## src/rtl/sdram_arbiter.sv

```systemverilog
// sdram_arbiter: one-outstanding-read arbiter sharing an SDRAM port among N_REQ readers and IOCTL download.
// Define SDRAM_ARB_AGING_EN to add per-requester starvation aging; otherwise strict fixed priority.
module sdram_arbiter #(
   parameter int N_REQ        = 4,
   parameter int ADDR_WIDTH   = 23,
   parameter int STARVE_LIMIT = 8,
   parameter int TIMEOUT      = 255
) (
   input  logic                          clk,
   input  logic                          reset,
   input  logic [N_REQ-1:0]              req,
   input  logic [N_REQ*ADDR_WIDTH-1:0]   addr,
   output logic [N_REQ-1:0]              ack,
   output logic [N_REQ-1:0]              valid,
   input  logic                          download,
   input  logic                          dl_req,
   input  logic [ADDR_WIDTH-1:0]         dl_addr,
   output logic                          sdram_req,
   output logic [ADDR_WIDTH-1:0]         sdram_addr,
   output logic                          sdram_we,
   input  logic                          sdram_ack,
   input  logic                          sdram_valid,
   output logic                          timeout_err
);
   localparam int GW = N_REQ > 1 ? $clog2(N_REQ) : 1;
   typedef enum logic [1:0] {IDLE, REQ, WAIT, DL} state_t;
   state_t state_q, state_d;
   logic [GW-1:0] grant_q, grant_d, pick;
   logic [ADDR_WIDTH-1:0] addr_q, addr_d, pick_addr;
   logic [15:0] cnt_q, cnt_d;
   logic err_q, err_d, dl_q;
   logic [N_REQ-1:0] prom;
   logic grab;
   assign grab = state_q == IDLE && !download && |req;
   assign timeout_err = err_q;
`ifdef SDRAM_ARB_AGING_EN
   logic [7:0] starve_q [N_REQ];
   // Losers saturate at the limit; the winner and idle requesters restart from zero.
   always_ff @(posedge clk or posedge reset)
      if (reset)
         for (int i = 0; i < N_REQ; i++) starve_q[i] <= '0;
      else if (grab)
         for (int i = 0; i < N_REQ; i++)
            starve_q[i] <= (!req[i] || GW'(i) == pick) ? 8'd0 :
                           (starve_q[i] == 8'(STARVE_LIMIT)) ? starve_q[i] : starve_q[i] + 8'd1;
   always_comb begin
      prom = '0;
      for (int i = 0; i < N_REQ; i++) prom[i] = req[i] && starve_q[i] == 8'(STARVE_LIMIT);
   end
`else
   assign prom = '0;
`endif
   // Promoted requesters override plain fixed priority; lowest index wins within each group.
   always_comb begin
      pick = '0;
      pick_addr = addr[ADDR_WIDTH-1:0];
      for (int i = N_REQ-1; i >= 0; i--)
         if (req[i]) begin
            pick = GW'(i);
            pick_addr = addr[i*ADDR_WIDTH +: ADDR_WIDTH];
         end
      if (|prom)
         for (int i = N_REQ-1; i >= 0; i--)
            if (prom[i]) begin
               pick = GW'(i);
               pick_addr = addr[i*ADDR_WIDTH +: ADDR_WIDTH];
            end
   end
   always_comb begin
      state_d = state_q;
      grant_d = grant_q;
      addr_d = addr_q;
      cnt_d = cnt_q;
      err_d = (download && !dl_q) ? 1'b0 : err_q;
      ack = '0;
      valid = '0;
      sdram_req = 1'b0;
      sdram_addr = addr_q;
      sdram_we = 1'b0;
      case (state_q)
         IDLE:
            if (download) state_d = DL;
            else if (grab) begin
               state_d = REQ;
               grant_d = pick;
               addr_d = pick_addr;
            end
         REQ: begin
            sdram_req = 1'b1;
            if (sdram_ack) begin
               ack[grant_q] = 1'b1;
               cnt_d = '0;
               state_d = WAIT;
            end
         end
         WAIT:
            if (sdram_valid) begin
               valid[grant_q] = 1'b1;
               state_d = IDLE;
            end else if (cnt_q == 16'(TIMEOUT-1)) begin
               err_d = 1'b1;
               state_d = IDLE;
            end else cnt_d = cnt_q + 16'd1;
         DL: begin
            sdram_req = dl_req;
            sdram_addr = dl_addr;
            sdram_we = 1'b1;
            if (!download) state_d = IDLE;
         end
         default: state_d = IDLE;
      endcase
   end
   always_ff @(posedge clk or posedge reset)
      if (reset) begin
         state_q <= IDLE;
         grant_q <= '0;
         addr_q <= '0;
         cnt_q <= '0;
         err_q <= 1'b0;
         dl_q <= 1'b0;
      end else begin
         state_q <= state_d;
         grant_q <= grant_d;
         addr_q <= addr_d;
         cnt_q <= cnt_d;
         err_q <= err_d;
         dl_q <= download;
      end
endmodule
```

## config.mk

```make
export PLATFORM = sky130hd
export DESIGN_NAME = sdram_arbiter
export DESIGN_NICKNAME = d
export VERILOG_FILES = /design/src/rtl/sdram_arbiter.sv
export SDC_FILE = /design/constraint.sdc
export NUM_CORES = 1
export LEC_CHECK = 0
export ABC_AREA = 1
export BUFFER_PORTS_ARGS = -buffer_cell sky130_fd_sc_hd__buf_2
export CAP_MARGIN = 0
export CORE_MARGIN = 2
export CORE_UTILIZATION = 48
export CTS_CLUSTER_SIZE = 14
export DETAILED_ROUTE_END_ITERATION = 6
export PLACE_DENSITY = 0.82
export SETUP_SLACK_MARGIN = 0.1
export SYNTH_ARGS = -nofsm -noshare
export SYNTH_HDL_FRONTEND = slang
export SYNTH_SLANG_ARGS = --single-unit
```

## constraint.sdc

```tcl
create_clock -name clk -period 2.2 [get_ports clk]
set_input_delay 0.33 -clock clk [delete_from_list [all_inputs] [get_ports clk]]
set_output_delay 0.33 -clock clk [all_outputs]
set_load 0.01 [all_outputs]
```

==> flow_metrics.env, run 1 <==
export IMPL_grt_max_degree=37
export IMPL_placement_rows=30
export IMPL_post_dp_cell_area_um2=4300
export IMPL_dpl_hpwl_um=8100
export IMPL_antenna_found_initial=1
export IMPL_crit_required_ps=1870
export IMPL_maxCapViolCount=0
export IMPL_final_setup_tns_ps=0
export IMPL_synth_edf_count=0
export IMPL_p_leak_nw=2.31
export IMPL_setup_viol=0
export IMPL_p_seq_share_pct=31.7
export IMPL_relSlewSlack_pct=66.5
export IMPL_switching_share_pct=42.8
export IMPL_ant_nets=0
export IMPL_criticalPathCategory="flop to output pin"
export IMPL_port_buffers=158
export IMPL_via_count=4028
export IMPL_hold_viol_final=0
export IMPL_die_area_um2=7830
export IMPL_syn_area_per_cell_um2=6.33
export IMPL_syn_to_final_growth_pct=29.4
export IMPL_num_io_pins=159
export IMPL_numCtsBuffers=5
export IMPL_post_cts_resized=0
export IMPL_synth_top_cell_area_share_pct=32.9
export IMPL_period_share_pct=87.1
export IMPL_dp_cells=781
export IMPL_ys_ff_latch=45
export IMPL_whs_path_depth=1
export IMPL_fmax_mhz=522
export IMPL_fin_util_pct=64.6
export IMPL_skew_ps=6.47
export IMPL_status="finished, final reports clean"
export IMPL_intPower_w=0.00223
export IMPL_ir_worst_vdd_v=0.000347
export IMPL_tightestPinTransition_ps=502
export IMPL_chipWidth_um=88.5
export IMPL_ys_warn_count=0
export IMPL_fin_nets=820
export IMPL_core_um2=6870
export IMPL_cts_tree="yes"
export IMPL_rsz0062_at_grt="false"
export IMPL_cts_root_buf="clkbuf_8"
export IMPL_worstSkewPairLatency_ps=300
export IMPL_detail_route_vias_per_cell=5.09
export IMPL_power_density_nw_per_um2=880
export IMPL_power_switching_w=0.00167
export IMPL_period_needed_ps=1920
export IMPL_clock_sinks=45
export IMPL_synth_top_area_cell="dfrtp_1"
export IMPL_grt_pass1_vias=3701
export IMPL_synth_distinct_cells=31
export IMPL_start_kind="flop"
export IMPL_clockBufferDepth=2
export IMPL_first_pass_iters=5
export IMPL_hp_class="input port to flop"
export IMPL_syn_nets=668
export IMPL_route_detailed_drc=0
export IMPL_drive_gt1_share_pct=29.4
export IMPL_yosys_top_cells_area="dfrtp_1 33%, nand2_1 19%, inv_1 6.6%"
export IMPL_endpoint_kind="output pin"
export IMPL_finalWirelength_um=9820
export IMPL_slew_violations=0
export IMPL_htree_levels=2
export IMPL_initial_core_util_pct=49.9
export IMPL_synth_main_ff_cell="dfrtp_1"
export IMPL_cp_arrival_ps=1590
export IMPL_gp_congestion=0.855
export IMPL_grt_pass1_wl_um=16100
export IMPL_track_usage_pct=25.8
export IMPL_netlist_area_um2=3430
export IMPL_syn_inst=541
export IMPL_async_flop_share_pct=100
export IMPL_ys_seq_area_share_pct=32.9
export IMPL_routedWlPerCell_um=12.4
export IMPL_instances_no_fill=791
export IMPL_worstRegToRegCells=7
export IMPL_comb_power_share_pct=51.4
export IMPL_drt_iter0_drc=241
export IMPL_stdcell_area_um2=4430
export IMPL_worstPathMaxFanout=36
export IMPL_grt_overflow=0
export IMPL_die_h_um=88.5
export IMPL_clkSlewWorstSetupHoldPaths_ps=90
export IMPL_clockPowerShare_pct=16.9
cell type report:
class	instances	area [um2]
timing repair buffer	169	888
fill	624	2430
inverter	63	236
antenna	1	2.50
clock inverter	2	37.5
clock buffer	6	82.6
multi-input combinational	409	1940
tap	96	120
sequential	45	1130
cells by family (layout without fill, tap and decap cells):
kind of cell / after synthesis / count (layout) / synth area share, %
buf+inv: 87 / 240 / 10.7
fa+ha+maj: 2 / 2 / 0.730
xor+xnor: 3 / 3 / 0.767
other cells: 0 / 1 / 0
simple gates: 297 / 297 / 36.5
flops: 45 / 45 / 32.9
compound gates: 107 / 107 / 18.4
state kept, by name (all words and copies together) (netlist names):
register,cells
addr_q,23
cnt_q,16
dl_q,1
grant_q,2
state_q,2
timeout_err,1
power groups by stage:
stage / clock network, W / logic [W] / registers, W
floorplan: 0 / 0.00134 / 0.00121
global placement: 0 / 0.00195 / 0.00124
detailed placement: 0 / 0.00201 / 0.00125
CTS: 0.000670 / 0.00202 / 0.00124
global route: 0.000703 / 0.00225 / 0.00127
finish: 0.000657 / 0.00200 / 0.00124
cell usage after synthesis, types with 2 or more instances:
| cell type | n |
|---|---|
| nor2_4 | 2 |
| a21oi_1 | 22 |
| xor2_1 | 2 |
| or2_2 | 18 |
| nand4_1 | 7 |
| clkinv_1 | 2 |
| nand2_1 | 175 |
| inv_1 | 60 |
| nor2_2 | 2 |
| buf_6 | 3 |
| a21oi_2 | 2 |
| ha_1 | 2 |
| nand3_1 | 35 |
| o21a_1 | 2 |
| o21ai_0 | 38 |
| buf_2 | 11 |
| dfrtp_1 | 45 |
| o21bai_1 | 2 |
| clkbuf_1 | 8 |
| o22ai_1 | 12 |
| nor2_1 | 56 |
| o211ai_1 | 23 |
| o21ai_1 | 4 |
worst paths after layout:
path | start | endpoint | slack [ps]
min reg2reg | addr_q[3]$_DFFE_PP0P_ | addr_q[3]$_DFFE_PP0P_ | 500
min | download | dl_q$_DFF_PP0_ | 160
max reg2reg | state_q[1]$_DFFE_PP0P_ | cnt_q[2]$_DFFE_PP0P_ | 410
min in group asynchronous | reset | cnt_q[7]$_DFFE_PP0P_ | 520
max | state_q[0]$_DFFE_PP0P_ | sdram_addr[16] | 280
max in group asynchronous | reset | addr_q[20]$_DFFE_PP0P_ | 1140
critical path, stage by stage (launching register included):
cell and delay (ps):
dfrtp_1 460, nand2_1 110, clkinv_1 50, buf_4 280
nand2_1 70, o21ai_0 100, buf_2 180
cells in the final DEF, fill, tap and decap left out, types with 2 or more instances in the layout:
cell	count
a21oi_1	22
buf_2	158
buf_4	9
clkbuf_8	6
clkinv_1	2
dfrtp_1	45
ha_1	2
inv_1	59
inv_2	2
nand2_1	175
nand3_1	35
nand4_1	7
nor2_1	56
nor2_2	2
nor2_4	2
o211ai_1	23
o21a_1	2
o21ai_0	38
o21ai_1	4
o21bai_1	2
o22ai_1	12
or2_2	18
xor2_1	2
stage by stage:
stage | setup slack [ps] | hold slack, ps | power (W)
3_5_place_dp | 422 | 298 | 0.00327
6_report | 283 | 163 | 0.00390
5_1_grt | 152 | 152 | 0.00422
4_1_cts | 280 | 149 | 0.00393
2_1_floorplan | 638 | 361 | 0.00255
3_3_place_gp | 540 | 296 | 0.00320
repair_timing:
item	4_1_cts	5_1_grt
hold buffers	1	0
endpoints found under the hold margin	13	0
setup buffers	0	0
layer usage:
metal | vias up | global-route usage (%) | share of wire [%]
met3 | 18 | 2.99 | 6.2
met5 | - | 0 | 0
met4 | 0 | 9.37 | 1.9
met2 | 163 | 43.6 | 48
met1 | 1795 | 34.2 | 44
li1 | 2052 | - | -
(Power assumes the default switching activity.)
==> run 2: changes to the inputs <==
Settings changed: CELL_PAD_IN_SITES_DETAIL_PLACEMENT from default to 1, CELL_PAD_IN_SITES_GLOBAL_PLACEMENT from default to 1, CORE_UTILIZATION 48 to 34, PLACE_DENSITY 0.82 to default, PLACE_DENSITY_LB_ADDON from default to 0.1.
==> run 2 against run 1 <==
  * Worst hold slack got worse by 3.6 ps
  * Critical path type unchanged
  * Largest cell class unchanged
  * Total power increased by 2.4%
  * Highest routed layer unchanged
  * Via count decreased by 0.32%
  * Register-to-register slack improved by 60 ps
  * Combinational power increased by 5%
  * Core utilization decreased by 19 points
  * Clock-buffer cell count increased by 1
  * Clock skew decreased by 0.62 ps
==> flow_metrics.env, run 2 (synthesis gave the netlist of run 1 again) <==
export IMPL_cpMaxStageDelayCell="dfrtp_1"
export IMPL_hold_viol_final=0
export IMPL_reg_top3="addr_q (23), cnt_q (16)"
export IMPL_drive_gt1_share_pct=29.5
export IMPL_clockBufferDepth=2
export IMPL_worst_path_buf_inv=3
export IMPL_antenna_found_initial=0
export IMPL_initial_core_util_pct=35.0
export IMPL_clkSlewWorstSetupHoldPaths_ps=90
export IMPL_route_detailed_drc=0
export IMPL_final_setup_tns_ps=0
export IMPL_cts_tree="yes"
export IMPL_ant_nets=0
export IMPL_worstHoldStart="download"
export IMPL_worstPathMaxFanout=36
export IMPL_criticalPathCategory="flop to output pin"
export IMPL_hold_ws_ps=160
export IMPL_final_common_cell="nand2_1"
export IMPL_dpl_hpwl_um=9820
export IMPL_rsz0062_at_grt="false"
export IMPL_period_needed_ps=1890
export IMPL_grt_pass1_vias=4203
export IMPL_power_density_nw_per_um2=894
export IMPL_cp_arrival_ps=1560
export IMPL_fin_nets=821
export IMPL_maxCapViolCount=0
export IMPL_antenna_cells=0
export IMPL_drt_iter0_drc=187
export IMPL_relSlewSlack_pct=59.9
export IMPL_routedWlPerCell_um=14.6
export IMPL_crit_family="flip-flops"
export IMPL_die_h_um=104
export IMPL_status="finished, final reports clean"
export IMPL_grt_overflow=0
export IMPL_r2r_start="state_q[0]$_DFFE_PP0P_"
export IMPL_syn_to_final_growth_pct=30.5
export IMPL_grt_pass1_wl_um=20500
export IMPL_via_count=4015
export IMPL_power_switching_w=0.00175
export IMPL_chipWidth_um=104
export IMPL_endpoint_kind="output pin"
export IMPL_crit_start="state_q[0]$_DFFE_PP0P_"
export IMPL_htree_levels=2
export IMPL_p_leak_nw=2.32
export IMPL_grt_max_degree=46
export IMPL_detail_route_vias_per_cell=4.85
export IMPL_fill_cells=1342
export IMPL_p_seq_share_pct=31.0
export IMPL_fmax_mhz=530
export IMPL_track_usage_pct=22.9
export IMPL_slew_violations=0
export IMPL_tightestPinTransition_ps=602
export IMPL_period_share_pct=85.8
export IMPL_clockPowerShare_pct=16.4
export IMPL_crit_top_cell="nand2_1"
export IMPL_comb_power_share_pct=52.5
export IMPL_gp_congestion=0.840
export IMPL_numCtsBuffers=5
export IMPL_port_buffers=158
export IMPL_core_um2=9770
export IMPL_hp_class="input port to flop"
export IMPL_mostFrequentLayoutCells="175 x nand2_1, 158 x buf_2, 59 x inv_1, 56 x nor2_1, 45 x dfrtp_1"
export IMPL_largest_reg_flops=23
export IMPL_die_area_um2=10900
export IMPL_cts_root_buf="clkbuf_8"
export IMPL_num_io_pins=159
export IMPL_r2r_setup_slack_ps=470
export IMPL_placement_rows=36
export IMPL_skew_ps=5.85
export IMPL_worstSkewPairLatency_ps=300
export IMPL_finalWirelength_um=12100
export IMPL_setup_viol=0
export IMPL_regMostFlops="addr_q"
export IMPL_start_kind="flop"
export IMPL_path_cells="nand2_1 -> clkinv_1 -> buf_6 -> nand2_1 -> o21ai_0 -> buf_2"
export IMPL_ctsHoldBuffers=0
export IMPL_intPower_w=0.00224
export IMPL_ir_worst_vdd_v=0.000488
export IMPL_crit_required_ps=1870
export IMPL_cp_slowest_stage_delay_ps=480
export IMPL_first_pass_iters=4
export IMPL_switching_share_pct=43.9
export IMPL_clock_sinks=45
[run 2: worst paths after layout]
check                                               to  depth (start not counted)
worst max register to register   addr_q[5]$_DFFE_PP0P_                          7
worst max-delay path                    sdram_addr[14]                          6
worst min register to register   addr_q[0]$_DFFE_PP0P_                          2
max in group asynchronous       addr_q[11]$_DFFE_PP0P_                          3
min in group asynchronous        addr_q[9]$_DFFE_PP0P_                          3
worst min-delay path                    dl_q$_DFF_PP0_                          1
[run 2: cell type report]
cell class              instances  area [um2]  share of cell area, %
flip-flops and latches         45        1130                   25.2
multi-input cells             409        1940                   43.4
clock buffers                   7        86.3                   1.93
well taps                     133         166                   3.72
repair buffers                170         885                   19.8
inverters                      63         236                   5.29
clock inverters                 1        30.0                  0.672
[run 2: repair_timing]
item | 4_1_cts | 5_1_grt
resized for setup | 0 | 1
buffers inserted | 0 | 0
setup endpoints to repair | 0 | 1
[run 2: metal layers]
metal	part of all wire, %	GRT usage [%]	vias to the layer above
met5	0	0	-
met4	0.81	4.92	0
met3	4.8	4.64	8
met2	50	40.4	91
met1	44	28.6	1873
li1	-	-	2043
[run 2: metrics by stage]
| stage | total power [W] | utilization, % | setup slack (ps) | cell area, um2 | instances |
|---|---|---|---|---|---|
| 2_1_floorplan | 0.00255 | - | 638 | 3430 | 541 |
| 3_3_place_gp | 0.00328 | 44.5 | 473 | 4350 | 820 |
| 3_5_place_dp | 0.00337 | 44.5 | 417 | 4350 | 820 |
| 4_1_cts | 0.00404 | 45.7 | 223 | 4470 | 828 |
| 5_1_grt | 0.00434 | 45.7 | 163 | 4470 | 828 |
| 6_report | 0.00400 | 45.7 | 312 | 4470 | 828 |
[run 2: worst register-to-register path, delay by kind of cell, from the launching register on]
kind | cells | cell delay, ps
buf+inv | 2 | 300
simple gates | 2 | 400
compound gates | 3 | 450
flops | 1 | 470
[run 2: power by group through the flow]
stage	clock (W)	sequential (W)	combinational, W
final	0.000657	0.00124	0.00210
after global routing	0.000705	0.00127	0.00237
after CTS	0.000679	0.00124	0.00212
after detailed placement	0	0.00126	0.00211
after global placement	0	0.00124	0.00204
after floorplan	0	0.00121	0.00134
